--- src/rtl/gb_bus_arbiter_if.sv ---
// gb_bus_arbiter_if: request/grant/read-return signals of the bus masters,
// plus the downstream system bus and the private HRAM bypass bus.
// Modport slave is the arbiter's view. Modport master is the view of the
// masters and memories around it.
interface gb_bus_arbiter_if #(
    parameter int NUM_MASTERS = 3,
    parameter int ADDR_W      = 16,
    parameter int DATA_W      = 8
);
    // Master side (packed; master i at [i*W +: W])
    logic [NUM_MASTERS-1:0]        m_req;
    logic [NUM_MASTERS-1:0]        m_we;
    logic [NUM_MASTERS-1:0]        m_lock;
    logic [NUM_MASTERS*ADDR_W-1:0] m_addr;
    logic [NUM_MASTERS*DATA_W-1:0] m_wdata;
    logic [NUM_MASTERS-1:0]        m_gnt;
    logic [NUM_MASTERS-1:0]        m_rvalid;
    logic [NUM_MASTERS*DATA_W-1:0] m_rdata;

    // Downstream system bus
    logic [ADDR_W-1:0]             s_addr;
    logic [DATA_W-1:0]             s_wdata;
    logic                          s_read_en;
    logic                          s_write_en;
    logic [DATA_W-1:0]             s_rdata;

    // HRAM bypass bus (CPU only)
    logic [ADDR_W-1:0]             h_addr;
    logic [DATA_W-1:0]             h_wdata;
    logic                          h_read_en;
    logic                          h_write_en;
    logic [DATA_W-1:0]             h_rdata;

    modport slave (
        input  m_req, m_we, m_lock, m_addr, m_wdata, s_rdata, h_rdata,
        output m_gnt, m_rvalid, m_rdata,
               s_addr, s_wdata, s_read_en, s_write_en,
               h_addr, h_wdata, h_read_en, h_write_en
    );

    modport master (
        output m_req, m_we, m_lock, m_addr, m_wdata, s_rdata, h_rdata,
        input  m_gnt, m_rvalid, m_rdata,
               s_addr, s_wdata, s_read_en, s_write_en,
               h_addr, h_wdata, h_read_en, h_write_en
    );
endinterface

--- src/rtl/gb_bus_arbiter.sv ---
// gb_bus_arbiter: multi-master front end for the system bus.
// Master 0 is the CPU. Masters 1..NUM_MASTERS-1 are DMA engines that always
// beat the CPU and rotate among themselves round-robin. A granted master with
// m_lock set keeps the bus (OWNED) until it drops m_lock. CPU accesses to the
// HRAM window use the bypass port and are never blocked.
// Reads return one cycle after the grant through registered m_rdata/m_rvalid.
// Optional feature: define GB_ARB_STALL_CNT_EN for per-master 16-bit
// saturating stall counters. Otherwise stall_cnt_o is 0.
module gb_bus_arbiter #(
    parameter int                NUM_MASTERS = 3,
    parameter int                ADDR_W      = 16,
    parameter int                DATA_W      = 8,
    parameter logic [ADDR_W-1:0] HRAM_LO     = 16'hFF80,
    parameter logic [ADDR_W-1:0] HRAM_HI     = 16'hFFFE
) (
    input  logic                              clk,
    input  logic                              reset,
    gb_bus_arbiter_if.slave                   bus,
    output logic [$clog2(NUM_MASTERS):0]      owner_o,
    output logic                              locked_o,
    input  logic                              stall_clr_i,
    output logic [NUM_MASTERS*16-1:0]         stall_cnt_o
);
    localparam int OWN_W = $clog2(NUM_MASTERS) + 1;

    typedef enum logic {ST_IDLE, ST_OWNED} state_t;

    state_t                        state_q;
    logic [OWN_W-1:0]              owner_q;
    logic [OWN_W-1:0]              rr_ptr_q;
    logic [OWN_W-1:0]              rr_ptr_d;
    logic [NUM_MASTERS-1:0]        rvalid_q;
    logic [NUM_MASTERS*DATA_W-1:0] rdata_q;

    logic [ADDR_W-1:0]             cpu_addr;
    logic                          bypass_hit;
    logic [NUM_MASTERS-1:0]        ds_req;
    logic                          owner_hold;
    logic                          grant_valid;
    logic [OWN_W-1:0]              winner;
    logic [ADDR_W-1:0]             winner_addr;
    logic [DATA_W-1:0]             winner_wdata;
    logic                          winner_we;
    logic                          winner_lock;

    assign cpu_addr   = bus.m_addr[ADDR_W-1:0];
    // Grants are suppressed while reset is held.
    assign bypass_hit = !reset && bus.m_req[0] &&
                        (cpu_addr >= HRAM_LO) && (cpu_addr <= HRAM_HI);

    // Downstream requests: a CPU bypass access never competes for the bus.
    always_comb begin
        // NOTE: every combinational output gets a default first so no latch is inferred.
        ds_req    = bus.m_req;
        ds_req[0] = bus.m_req[0] && !bypass_hit;
        if (reset) ds_req = '0;
    end

    // Pick the downstream winner: locked owner only, else DMA round-robin, else CPU.
    always_comb begin
        int idx;
        owner_hold  = 1'b0;
        grant_valid = 1'b0;
        winner      = '0;
        idx         = 0;
        for (int i = 0; i < NUM_MASTERS; i++) begin
            if (state_q == ST_OWNED && owner_q == OWN_W'(i) && bus.m_lock[i])
                owner_hold = 1'b1;
        end
        if (owner_hold) begin
            for (int i = 0; i < NUM_MASTERS; i++) begin
                if (owner_q == OWN_W'(i) && ds_req[i]) begin
                    grant_valid = 1'b1;
                    winner      = OWN_W'(i);
                end
            end
        end else begin
            if (ds_req[0]) begin
                grant_valid = 1'b1;
                winner      = '0;
            end
            // Walk furthest-first so the DMA master closest to rr_ptr is assigned last.
            for (int k = NUM_MASTERS - 2; k >= 0; k--) begin
                idx = int'(rr_ptr_q) + k;
                if (idx >= NUM_MASTERS) idx = idx - (NUM_MASTERS - 1);
                for (int j = 1; j < NUM_MASTERS; j++) begin
                    if (idx == j && ds_req[j]) begin
                        grant_valid = 1'b1;
                        winner      = OWN_W'(j);
                    end
                end
            end
        end
    end

    // Select the winner's request fields.
    always_comb begin
        winner_addr  = '0;
        winner_wdata = '0;
        winner_we    = 1'b0;
        winner_lock  = 1'b0;
        for (int i = 0; i < NUM_MASTERS; i++) begin
            if (winner == OWN_W'(i)) begin
                winner_addr  = bus.m_addr[i*ADDR_W +: ADDR_W];
                winner_wdata = bus.m_wdata[i*DATA_W +: DATA_W];
                winner_we    = bus.m_we[i];
                winner_lock  = bus.m_lock[i];
            end
        end
    end

    // Next round-robin pointer: one past the DMA winner, wrapping back to master 1.
    always_comb begin
        rr_ptr_d = rr_ptr_q;
        if (grant_valid && winner != '0)
            rr_ptr_d = (winner == OWN_W'(NUM_MASTERS - 1)) ? OWN_W'(1) : winner + OWN_W'(1);
    end

    // Grants and bus drive. Idle buses are driven to zero.
    always_comb begin
        bus.m_gnt = '0;
        for (int i = 0; i < NUM_MASTERS; i++) begin
            if (grant_valid && winner == OWN_W'(i)) bus.m_gnt[i] = 1'b1;
        end
        if (bypass_hit) bus.m_gnt[0] = 1'b1;

        bus.s_addr     = grant_valid ? winner_addr  : '0;
        bus.s_wdata    = grant_valid ? winner_wdata : '0;
        bus.s_read_en  = grant_valid && !winner_we;
        bus.s_write_en = grant_valid &&  winner_we;

        bus.h_addr     = bypass_hit ? cpu_addr : '0;
        bus.h_wdata    = bypass_hit ? bus.m_wdata[DATA_W-1:0] : '0;
        bus.h_read_en  = bypass_hit && !bus.m_we[0];
        bus.h_write_en = bypass_hit &&  bus.m_we[0];
    end

    // Ownership FSM: enter OWNED on a locked grant, stay while the owner holds m_lock.
    always_ff @(posedge clk) begin
        // NOTE: sequential state uses non-blocking assignments only.
        if (reset) begin
            state_q  <= ST_IDLE;
            owner_q  <= '0;
            rr_ptr_q <= OWN_W'(1);
        end else begin
            rr_ptr_q <= rr_ptr_d;
            if (grant_valid) owner_q <= winner;
            if (grant_valid && winner_lock) state_q <= ST_OWNED;
            else if (owner_hold)            state_q <= ST_OWNED;
            else                            state_q <= ST_IDLE;
        end
    end

    // Read return: capture read data at the grant edge; pulse rvalid for one cycle.
    always_ff @(posedge clk) begin
        if (reset) begin
            rvalid_q <= '0;
            // NOTE: the read-data slots are reset because m_rdata must read 0 out of reset.
            rdata_q  <= '0;
        end else begin
            rvalid_q <= '0;
            for (int i = 0; i < NUM_MASTERS; i++) begin
                if (bus.m_gnt[i] && !bus.m_we[i]) begin
                    rvalid_q[i] <= 1'b1;
                    rdata_q[i*DATA_W +: DATA_W] <= (i == 0 && bypass_hit) ? bus.h_rdata : bus.s_rdata;
                end
            end
        end
    end

    assign bus.m_rvalid = rvalid_q;
    assign bus.m_rdata  = rdata_q;
    assign owner_o      = owner_q;
    assign locked_o     = (state_q == ST_OWNED);

`ifdef GB_ARB_STALL_CNT_EN
    logic [NUM_MASTERS*16-1:0] stall_cnt_q;

    // Saturating stall counters: count cycles requesting without a grant; clear wins.
    always_ff @(posedge clk) begin
        if (reset || stall_clr_i) begin
            stall_cnt_q <= '0;
        end else begin
            for (int i = 0; i < NUM_MASTERS; i++) begin
                if (bus.m_req[i] && !bus.m_gnt[i] && stall_cnt_q[i*16 +: 16] != 16'hFFFF)
                    stall_cnt_q[i*16 +: 16] <= stall_cnt_q[i*16 +: 16] + 16'd1;
            end
        end
    end

    assign stall_cnt_o = stall_cnt_q;
`else
    logic unused_stall_clr;
    assign unused_stall_clr = stall_clr_i;
    assign stall_cnt_o      = '0;
`endif
endmodule
--- src/flat_wrapper.sv ---
// flat-port wrapper written by rule: the top's interface ports become plain ports
module gb_bus_arbiter_flat 
#(
    parameter int                NUM_MASTERS = 3,
    parameter int                ADDR_W      = 16,
    parameter int                DATA_W      = 8,
    parameter logic [ADDR_W-1:0] HRAM_LO     = 16'hFF80,
    parameter logic [ADDR_W-1:0] HRAM_HI     = 16'hFFFE
)
  (clk, reset, owner_o, locked_o, stall_clr_i, stall_cnt_o, bus_m_req, bus_m_we, bus_m_lock, bus_m_addr, bus_m_wdata, bus_s_rdata, bus_h_rdata, bus_m_gnt, bus_m_rvalid, bus_m_rdata, bus_s_addr, bus_s_wdata, bus_s_read_en, bus_s_write_en, bus_h_addr, bus_h_wdata, bus_h_read_en, bus_h_write_en);
  gb_bus_arbiter_if #(.NUM_MASTERS(NUM_MASTERS), .ADDR_W(ADDR_W), .DATA_W(DATA_W)) bus_i ();
  input  logic clk;
  input  logic reset;
  output logic [$clog2(NUM_MASTERS):0] owner_o;
  output logic locked_o;
  input  logic stall_clr_i;
  output logic [NUM_MASTERS*16-1:0] stall_cnt_o;
  input wire logic [$bits(bus_i.m_req)-1:0] bus_m_req;
  input wire logic [$bits(bus_i.m_we)-1:0] bus_m_we;
  input wire logic [$bits(bus_i.m_lock)-1:0] bus_m_lock;
  input wire logic [$bits(bus_i.m_addr)-1:0] bus_m_addr;
  input wire logic [$bits(bus_i.m_wdata)-1:0] bus_m_wdata;
  input wire logic [$bits(bus_i.s_rdata)-1:0] bus_s_rdata;
  input wire logic [$bits(bus_i.h_rdata)-1:0] bus_h_rdata;
  output wire logic [$bits(bus_i.m_gnt)-1:0] bus_m_gnt;
  output wire logic [$bits(bus_i.m_rvalid)-1:0] bus_m_rvalid;
  output wire logic [$bits(bus_i.m_rdata)-1:0] bus_m_rdata;
  output wire logic [$bits(bus_i.s_addr)-1:0] bus_s_addr;
  output wire logic [$bits(bus_i.s_wdata)-1:0] bus_s_wdata;
  output wire logic [$bits(bus_i.s_read_en)-1:0] bus_s_read_en;
  output wire logic [$bits(bus_i.s_write_en)-1:0] bus_s_write_en;
  output wire logic [$bits(bus_i.h_addr)-1:0] bus_h_addr;
  output wire logic [$bits(bus_i.h_wdata)-1:0] bus_h_wdata;
  output wire logic [$bits(bus_i.h_read_en)-1:0] bus_h_read_en;
  output wire logic [$bits(bus_i.h_write_en)-1:0] bus_h_write_en;
  assign bus_i.m_req = bus_m_req;
  assign bus_i.m_we = bus_m_we;
  assign bus_i.m_lock = bus_m_lock;
  assign bus_i.m_addr = bus_m_addr;
  assign bus_i.m_wdata = bus_m_wdata;
  assign bus_i.s_rdata = bus_s_rdata;
  assign bus_i.h_rdata = bus_h_rdata;
  assign bus_m_gnt = bus_i.m_gnt;
  assign bus_m_rvalid = bus_i.m_rvalid;
  assign bus_m_rdata = bus_i.m_rdata;
  assign bus_s_addr = bus_i.s_addr;
  assign bus_s_wdata = bus_i.s_wdata;
  assign bus_s_read_en = bus_i.s_read_en;
  assign bus_s_write_en = bus_i.s_write_en;
  assign bus_h_addr = bus_i.h_addr;
  assign bus_h_wdata = bus_i.h_wdata;
  assign bus_h_read_en = bus_i.h_read_en;
  assign bus_h_write_en = bus_i.h_write_en;
  gb_bus_arbiter #(.NUM_MASTERS(NUM_MASTERS), .ADDR_W(ADDR_W), .DATA_W(DATA_W), .HRAM_LO(HRAM_LO), .HRAM_HI(HRAM_HI)) u_core (.clk(clk), .reset(reset), .bus(bus_i), .owner_o(owner_o), .locked_o(locked_o), .stall_clr_i(stall_clr_i), .stall_cnt_o(stall_cnt_o));
endmodule
--- config.mk ---
export PLATFORM = sky130hd
export DESIGN_NAME = gb_bus_arbiter_flat
export DESIGN_NICKNAME = d
export VERILOG_FILES = /design/src/rtl/gb_bus_arbiter_if.sv /design/src/rtl/gb_bus_arbiter.sv /design/src/flat_wrapper.sv
export SDC_FILE = /design/constraint.sdc
export NUM_CORES = 1
export LEC_CHECK = 0
export ABC_AREA = 1
export BUFFER_PORTS_ARGS = -buffer_cell sky130_fd_sc_hd__buf_2
export CAP_MARGIN = 15
export CORE_MARGIN = 8
export CORE_UTILIZATION = 42
export DETAILED_ROUTE_END_ITERATION = 12
export PLACE_DENSITY = 0.87
export SETUP_SLACK_MARGIN = 0.2
export SLEW_MARGIN = 30
export SYNTH_ARGS = -nofsm -noshare
export SYNTH_HDL_FRONTEND = slang
export SYNTH_SLANG_ARGS = --single-unit
--- constraint.sdc ---
create_clock -name clk -period 5.1 [get_ports clk]
set_clock_uncertainty 0.05 [all_clocks]
set_input_delay 0.51 -clock clk [delete_from_list [all_inputs] [get_ports clk]]
set_output_delay 0.51 -clock clk [all_outputs]
set_load 0.005 [all_outputs]
# Word-level counts from Yosys, hierarchy flattened
# Index checks and enable logic that the tools add are counted.
op_classes:
  n_addsub: 4
  multipliers: 0
  div_mod_pow: 0
  magnitude_cmp: 4
  eq_ne: 8
  shifts: 0
  n_mux: 51
  bitwise_logic: 0
  reduce_logical: 38
ops:
  columns: ["op", "n"]
  rows:
  - ["32-bit two-way mux", 4]
  - ["16-bit two-way mux", 5]
  - ["32-bit by 2-bit equality test with 1-bit output, second input constant", 2]
  - ["32-bit by 3-bit equality test with 1-bit output, second input constant", 2]
  - ["8-bit two-way mux", 6]
  - ["32-bit by 3-bit greater-or-equal comparator with 1-bit output, second input constant", 1]
  - ["32-bit by 3-bit subtractor with 32-bit output, second input constant", 1]
  - ["1-bit logical AND", 29]
  - ["1-bit two-way mux", 29]
  - ["16-bit greater-or-equal comparator, second input constant", 1]
  - ["16-bit <= comparator, second input constant", 1]
  - ["3-bit two-way mux", 3]
  - ["2-bit two-way mux", 4]
  - ["3-bit by 1-bit equality test with 1-bit output, second input constant", 2]
  - ["3-bit by 2-bit equality test with 1-bit output, second input constant", 2]
  - ["1-bit logical NOT", 6]
  - ["3-bit logical NOT", 2]
  - ["3-bit by 1-bit adder with 4-bit output, second input constant", 1]
  - ["3-bit by 2-bit subtractor with 4-bit output, second input constant", 1]
  - ["3-bit by 1-bit adder with 3-bit output, second input constant", 1]
  - ["3-bit by 2-bit greater-or-equal comparator with 1-bit output, second input constant", 1]
  - ["3-bit nonzero test", 1]
word_totals:
  reg_bits: 34
  latch_bits: 0
  ramBits: 0
  rom_bits: 0
  inputBits: 100
  output_inout_bits: 134
  elab_cells: 112
  mem_count: 0

# Longest topological paths before layout
# Gate-level depths: netlist of run 1.
depth:
  ltp_word: 20
  mapped_depth: 21

# Worst setup path after synthesis of run 1
# No wires, ideal clock.
synth_timing:
  path_kind: "reg-to-output"
  start: "reg u_core.rr_ptr_q[0]"
  end: "out bus_s_read_en"
  arrival_time_ns: 2.239
  required_ns: 4.540
  setup_slack_ns: 2.301
  stages_incl_launch_ff: 18
  path_cell_list: "dfxtp_1 > ha_1 > ha_1 > nand2_1 > inv_1 > ha_1 > nand2_1 > nand2_1 > nand2_1 > nor2_1 > nand3_1 > nand2_1 > nand2_2 > or2_1 > buf_2 > o211ai_1 > nand2_1 > inv_1"
synth_between:
  elab_chain_len: 17
  elab_cells_between_ends: 35
synth_rtl:
  columns: ["element", "line_no", "text"]
  rows:
  - ["start, declared", "gb_bus_arbiter.sv:30", "logic [OWN_W-1:0] rr_ptr_q;"]
  - ["start signal, assigned", "gb_bus_arbiter.sv:146", "rr_ptr_q <= rr_ptr_d;"]
  - ["3-bit by 1-bit adder with 4-bit output", "gb_bus_arbiter.sv:84", "idx = int'(rr_ptr_q) + k;"]
  - ["32-bit by 3-bit subtractor with 32-bit output / 32-bit by 3-bit greater-or-equal comparator with 1-bit output (equally long branches)", "gb_bus_arbiter.sv:85", "if (idx >= NUM_MASTERS) idx = idx - (NUM_MASTERS - 1);"]
  - ["32-bit two-way mux", "gb_bus_arbiter.sv:85", null]
  - ["32-bit two-way mux", "gb_bus_arbiter.sv:70", "if (owner_hold) begin"]
  - ["32-bit by 2-bit equality test with 1-bit output", "gb_bus_arbiter.sv:87", "if (idx == j && ds_req[j]) begin"]
  - ["1-bit logical AND", "gb_bus_arbiter.sv:87", null]
  - ["1-bit two-way mux", "gb_bus_arbiter.sv:87", null]
  - ["2-bit two-way mux (3 in series)", "gb_bus_arbiter.sv:87", null]
  - ["3-bit two-way mux", "gb_bus_arbiter.sv:70", null]
  - ["3-bit logical NOT", "gb_bus_arbiter.sv:103", "if (winner == OWN_W'(i)) begin"]
  - ["1-bit two-way mux (3 in series)", "gb_bus_arbiter.sv:103", null]
  - ["1-bit logical NOT", "gb_bus_arbiter.sv:129", "bus.s_read_en = grant_valid && !winner_we;"]
  - ["1-bit logical AND (*)", "gb_bus_arbiter.sv:129", null]
  - ["end, declared", "flat_wrapper.sv:30", "output wire logic [$bits(bus_i.s_read_en)-1:0] bus_s_read_en;"]
# Mark *: on every way between the ends. The rest lies on a longest branch, timed or not. The select of a mux whose other input is x is not followed.

# Final worst setup path of run 1
layout_timing:
  start: "reg u_core.rr_ptr_q[0]"
  end: "out bus_s_wdata[1]"
layout_between:
  elab_chain_len: 16
  elab_cells_between_ends: 34
layout_rtl:
  columns: ["element", "line_no", "text"]
  rows:
  - ["3-bit by 1-bit adder with 4-bit output", "gb_bus_arbiter.sv:84", null]
  - ["32-bit by 3-bit subtractor with 32-bit output / 32-bit by 3-bit greater-or-equal comparator with 1-bit output (equally long branches)", "gb_bus_arbiter.sv:85", null]
  - ["32-bit two-way mux", "gb_bus_arbiter.sv:85", null]
  - ["32-bit two-way mux", "gb_bus_arbiter.sv:70", null]
  - ["32-bit by 2-bit equality test with 1-bit output", "gb_bus_arbiter.sv:87", null]
  - ["1-bit logical AND", "gb_bus_arbiter.sv:87", null]
  - ["1-bit two-way mux", "gb_bus_arbiter.sv:87", null]
  - ["2-bit two-way mux (3 in series)", "gb_bus_arbiter.sv:87", null]
  - ["3-bit two-way mux", "gb_bus_arbiter.sv:70", null]
  - ["3-bit logical NOT", "gb_bus_arbiter.sv:103", null]
  - ["8-bit two-way mux (3 in series)", "gb_bus_arbiter.sv:103", null]
  - ["8-bit two-way mux (*)", "gb_bus_arbiter.sv:128", "bus.s_wdata = grant_valid ? winner_wdata : '0;"]
  - ["end, declared", "flat_wrapper.sv:29", "output wire logic [$bits(bus_i.s_wdata)-1:0] bus_s_wdata;"]
# Marks and branches as above.

==> flow_summary.toml, run 1 <==
[pwr]
power_density_nw_per_um2 = 445
p_total_mw = 1.58
ir_drop_v = 0.000368
p_leak_nw = 2.19

[floorplanning]
dieArea_um2 = 9340
ioPinCount = 234
core_area_um2 = 6310
initial_core_util_pct = 43.2
fp.dieH_um = 96.6
num_rows = 29
die_w_um = 96.6

[cts]
path_clk_slew_ns = 0.07
clk-insertion-delay-late_ns = 0.29
clockRootBuffer = "clkbuf_8"
cts_resized = 0
cts_buffers = 5
cts_tree = "built"
ctsLongestPathBuffers = 2
cts_setup_buffers = 0
cts_hold_buffers = 0
cts.sinks = 33
h-tree-depth = 2

[global_routing]
grt_pass1_vias = 3482
grt_usage_pct = 21.4
grt_pass1_wl_mm = 17.1
grt.overflow.total = 0
grt_max_degree = 28
grt_antenna_before_repair = 0

[layout]
fillCellCount = 611
diodes = 0
area.sequential_um2 = 661
syn_to_final_growth_pct = 30.2
multi_input_area_um2 = 1600
final_nets = 742
drive_above_1_share_pct = 33.4
utilization_pct = 56.3

[placement]
portBuffers = 183
place_congestion = 0.849
place_hpwl_mm = 8.41

[timing]
setup_viol = 0
clock.fmax_mhz = 259
rsz0062_at_grt = "no"
finalSetupTns_ns = 0
holdWs_ns = 0.399
fin_crit_ns = 3.86
finalCritPeriodShare_pct = 75.7
worst_slew_pin_slew_ns = 0.833
hold_viol = 0
slew_viol_final = 0
slew_headroom_pct = 44.1

[detailed_routing]
vias = 3377
drtAntennaViolNets = 0
firstDrtPassIters = 5
routed_wl_mm = 10.4
avgViaCountPerCell = 4.71
drc = 0
drtIter0Drc = 185
wire_per_inst_um = 14.6

[yosys]
synth_area_per_cell_um2 = 5.87
synth_cell_types = 30
ys_warn_count = 0
synth_area_um2 = 2730
syn_inst = 465
seq_area_frac_synth_pct = 24.2
ys_ff_latch = 33

[critical_path]
crit_chain = "ha_1 -> ha_1 -> nand2_1 -> inv_1 -> ha_1 -> nand2_1 -> nand2_1 -> nand2_1 -> nand3b_1 -> nand2_1 -> nand2_2 -> clkinv_1 -> nand2_1 -> o211ai_1 -> buf_2"
required_ns = 4.54
worstPathMaxFanout = 27
cp-start-kind = "flip-flop"
path_class = "reg -> out"
crit_arrival_ns = 3.30
critPathBufInv = 3
cp_common_cell = "nand2_1"
cp_top_family = "simple AND/OR/NAND/NOR gates"
max_stage_delay_ns = 0.66
cp-end-kind = "primary output"
cpMaxStageDelayCell = "clkinv_1"

[run]
maxCapViolCount = 0

[status]
outcome = "completed"

[worst_hold_path]
hold_class = "in -> reg"
## layout by cell type (no fill, tap or decap), drive strengths merged
cell type	instances
a21oi	13
o21bai	1
nand3	30
inv	47
nor3	1
buf	183
clkinvlp	1
o21ai	11
ha	3
conb	49
nor2	101
nand4	1
a31oi	4
o21a	1
clkinv	6
clkbuf	5
nand2	135
o211ai	13
dfxtp	33
or2	1
nand3b	1
## registers in the layout, summed over array words and instances, names as in the netlist
name / flops
u_core.bus.m_rdata: 24
u_core.owner_o: 2
u_core.locked_o: 1
u_core.rr_ptr_q: 3
u_core.bus.m_rvalid: 3
## synthesized netlist by cell type, drive strengths merged
cell / n / area (µm²)
nand2: 135 / 539
nor2: 101 / 397
buf: 63 / 450
inv: 47 / 176
dfxtp: 33 / 661
nand3: 30 / 163
a21oi: 13 / 65.1
o211ai: 13 / 97.6
o21ai: 11 / 55.1
a31oi: 4 / 25.0
clkinv: 4 / 16.3
ha: 3 / 37.5
clkbuf: 1 / 3.75
conb: 1 / 3.75
nand3b: 1 / 7.51
nand4: 1 / 6.26
nor3: 1 / 5.00
o21a: 1 / 7.51
o21bai: 1 / 7.51
or2: 1 / 6.26
## logic make-up (layout without fill, tap and decap cells)
logic type | Yosys count | in the layout | share of synthesized area (%)
compound gates | 43 | 43 | 9.44
fa+ha+maj | 3 | 3 | 1.38
buf+inv | 115 | 242 | 23.7
flops | 33 | 33 | 24.2
other cells | 1 | 49 | 0.137
simple gates | 270 | 270 | 41.2
## path summary, 6_finish.rpt
path,start,to,slack (ns),cells past startpoint
worst max-delay path,u_core.rr_ptr_q[0],bus_s_wdata[1],1.24,15
worst min-delay path,bus_m_we[2],u_core.bus.m_rvalid[2],0.40,2
worst max register to register,u_core.rr_ptr_q[0],u_core.rr_ptr_q[0],1.91,14
worst min register to register,u_core.bus.m_rdata[11],u_core.bus.m_rdata[11],0.42,2
## layer usage
metal | part of all wire, % | global-route usage (%)
met1 | 37 | 22.1
met2 | 50 | 38.3
met3 | 11 | 8.53
met4 | 1.6 | 7.34
met5 | 0 | 0
## stage by stage
| step | worst slack [ns] | cells | area, µm² |
|---|---|---|---|
| finish | 1.24 | 717 | 3550 |
| global route | 0.868 | 717 | 3550 |
| CTS | 1.26 | 717 | 3550 |
| detailed placement | 1.58 | 709 | 3470 |
| global placement | 1.62 | 709 | 3470 |
| floorplan | 2.30 | 513 | 2910 |
## report_power, final
part	switching (mW)	leakage (nW)	internal (mW)
Sequential	0.0497	0.269	0.328
Combinational	0.626	1.87	0.378
Clock	0.104	0.0439	0.0942
Total	0.779	2.19	0.801
## worst register-to-register path, cell delays in order (launching register included)
cell and delay, ns:
dfxtp_1 0.38, ha_1 0.23, ha_1 0.29, nand2_1 0.09
inv_1 0.05, ha_1 0.26, nand2_1 0.06, nand2_1 0.05
nand2_1 0.07, nand3b_1 0.10, nand2_1 0.09, nand2_2 0.14
clkinv_1 0.66, nor2_1 0.37, o21ai_0 0.16
## layout make-up
| class | instances | share of cell area [%] |
|---|---|---|
| Clock inverter | 3 | 0.493 |
| Clock buffer | 5 | 1.94 |
| Timing Repair Buffer | 183 | 25.8 |
| Multi-Input combinational cell | 365 | 45.1 |
| Tap cell | 77 | 2.71 |
| Inverter | 51 | 5.42 |
| Sequential cell | 33 | 18.6 |
(Power assumes the default switching activity.)
==> run 2: changes to the inputs <==
--- a/config.mk
+++ b/config.mk
@@ -9,9 +9,9 @@
 export BUFFER_PORTS_ARGS = -buffer_cell sky130_fd_sc_hd__buf_2
 export CAP_MARGIN = 15
 export CORE_MARGIN = 8
-export CORE_UTILIZATION = 42
+export CORE_UTILIZATION = 35
 export DETAILED_ROUTE_END_ITERATION = 12
-export PLACE_DENSITY = 0.87
+export PLACE_DENSITY = 0.78
 export SETUP_SLACK_MARGIN = 0.2
 export SLEW_MARGIN = 30
 export SYNTH_ARGS = -nofsm -noshare
==> constraint.sdc (replaced) <==
create_clock -name clk -period 3.1 [get_ports clk]
set_clock_uncertainty 0.05 [all_clocks]
set_input_delay 0.31 -clock clk [delete_from_list [all_inputs] [get_ports clk]]
set_output_delay 0.31 -clock clk [all_outputs]
set_load 0.005 [all_outputs]
==> flow_summary.toml, run 2 (same netlist as run 1, synthesis figures left out) <==
[critical_path]
critPathLaunch = "u_core.rr_ptr_q[0]"
cp-start-kind = "flip-flop"
reg2reg_depth = 19
cp-end-kind = "primary output"
worstPathMaxFanout = 27
required_ns = 2.74
timing.rr.end = "u_core.bus.m_rdata[2]"
r2r_slack_ns = 0.47
crit_arrival_ns = 2.61
path_class = "reg -> out"
r2r_start = "u_core.rr_ptr_q[0]"

[cts]
clk-insertion-delay-late_ns = 0.28
ctsLongestPathBuffers = 2
h-tree-depth = 2
cts_hold_buffers = 0
cts_tree = "built"
cts.sinks = 33
clockRootBuffer = "clkbuf_8"
cts_buffers = 5
path_clk_slew_ns = 0.07

[run]
maxCapViolCount = 0

[floorplanning]
initial_core_util_pct = 35.7
fp.dieH_um = 104
core_area_um2 = 7650
die_w_um = 104
ioPinCount = 234
num_rows = 32
dieArea_um2 = 10900

[worst_hold_path]
hold_depth = 3
hp-start = "bus_s_rdata[2]"
hold_path_end = "u_core.bus.m_rdata[18]"
hold_class = "in -> reg"

[pwr]
p_clk_share_pct = 11.2
p_seq_share_pct = 19.8
ir_drop_v = 0.000371
p_leak_nw = 2.32
p_sw_mw = 1.47
internal_power_mw = 1.65
combPwrFrac_pct = 69.1
power_density_nw_per_um2 = 794
sw_frac_of_total_pct = 47.1

[global_routing]
grt_pass1_wl_mm = 18.0
grt_max_degree = 28
grt_usage_pct = 19.7
grt_antenna_before_repair = 0
grt_pass1_vias = 3619
grt.overflow.total = 0

[layout]
fin_area_um2 = 3930
layout_commonest_cell = "buf_2"
syn_to_final_growth_pct = 44.0
layout.cells.non_filler = 759
utilization_pct = 51.4
largest_reg_flops = 24
diodes = 0
drive_above_1_share_pct = 37.4
final_nets = 759
layout_common_cells = "buf_2 (181), nand2_1 (126), nor2_1 (96), conb_1 (49), inv_1 (36)"

[detailed_routing]
firstDrtPassIters = 4
routed_wl_mm = 11.5
drtAntennaViolNets = 0
drc = 0
avgViaCountPerCell = 4.60
wire_per_inst_um = 15.1
vias = 3495
drtIter0Drc = 169

[status]
outcome = "completed"

[timing]
fin_crit_ns = 2.97
worst_slew_pin_slew_ns = 0.519
finalCritPeriodShare_pct = 95.8
hold_viol = 0
finalSetupTns_ns = 0
setup_viol = 0
holdWs_ns = 0.251
slew_viol_final = 0
clock.fmax_mhz = 337
rsz0062_at_grt = "yes"
slew_headroom_pct = 65.3

[placement]
portBuffers = 183
dp.cells = 744
place_hpwl_mm = 8.99
post_dp_cell_area_um2 = 3610
place_congestion = 0.829
run 2: cell count changes in the layout (fill, tap and decap cells not counted), sizes merged:
cell / change
nand2: +1
buf: +16
clkbuf: +1
inv: -1
run 2: final cells by class:
| type | count | area (µm²) |
|---|---|---|
| Clock inverter | 2 | 13.8 |
| Inverter | 51 | 211 |
| Sequential cell | 33 | 669 |
| Tap cell | 102 | 128 |
| Fill cell | 782 | 3710 |
| Clock buffer | 6 | 82.6 |
| Multi-Input combinational cell | 366 | 1710 |
| Timing Repair Buffer | 199 | 1110 |
run 2: timing repair:
item / CTS / global route
pin swaps: 7 / 10
setup endpoints to repair: 28 / 28
gates cloned: 1 / 1
resized for setup: 23 / 11
setup buffers: 4 / 1
run 2: through the flow:
stage	power, mW	setup WS (ns)
final	3.12	0.129
after global routing	3.39	-0.00928
after CTS	3.02	0.117
after detailed placement	2.41	0.159
after global placement	2.38	0.171
after floorplan	1.67	0.501
run 2: metal layers:
layer / share of wire (%) / track usage, % / up-vias
li1: - / - / 1720
met1: 39 / 20.3 / 1594
met2: 51 / 36.8 / 167
met3: 8.1 / 6.13 / 14
met4: 1.6 / 6.31 / 0
met5: 0 / 0 / -
run 2: worst max-delay path: stages (launching register included):
cell and delay (ns):
dfxtp_4 0.36, ha_4 0.16, ha_4 0.22, nand2_2 0.06
inv_2 0.05, ha_4 0.25, nand2_1 0.04, nand2_1 0.05
nand2_1 0.05, nor2_1 0.12, nand3_1 0.08, nand2_1 0.08
nand2_2 0.10, clkinv_1 0.09, buf_12 0.17, nand2_1 0.08
a31oi_2 0.22, buf_2 0.15
run 2: how the worst max path moves through the flow:
stage,to,slack (ns),depth (start not counted)
after floorplan,bus_s_read_en,0.50,17
after global placement,bus_s_wdata[2],0.17,16
after detailed placement,bus_s_wdata[5],0.16,16
after CTS,bus_s_wdata[4],0.12,15
after global routing,bus_s_addr[4],-0.009,16
final,bus_s_wdata[4],0.13,17
run 2: power by group through the flow:
stage          clock network (mW)  logic (mW)  registers (mW)
6_report                    0.349        2.16           0.617
3_3_place_gp                    0        1.77           0.613
2_1_floorplan                   0        1.04           0.628
3_5_place_dp                    0        1.79           0.619
5_1_grt                     0.377        2.39           0.629
4_1_cts                     0.359        2.04           0.615
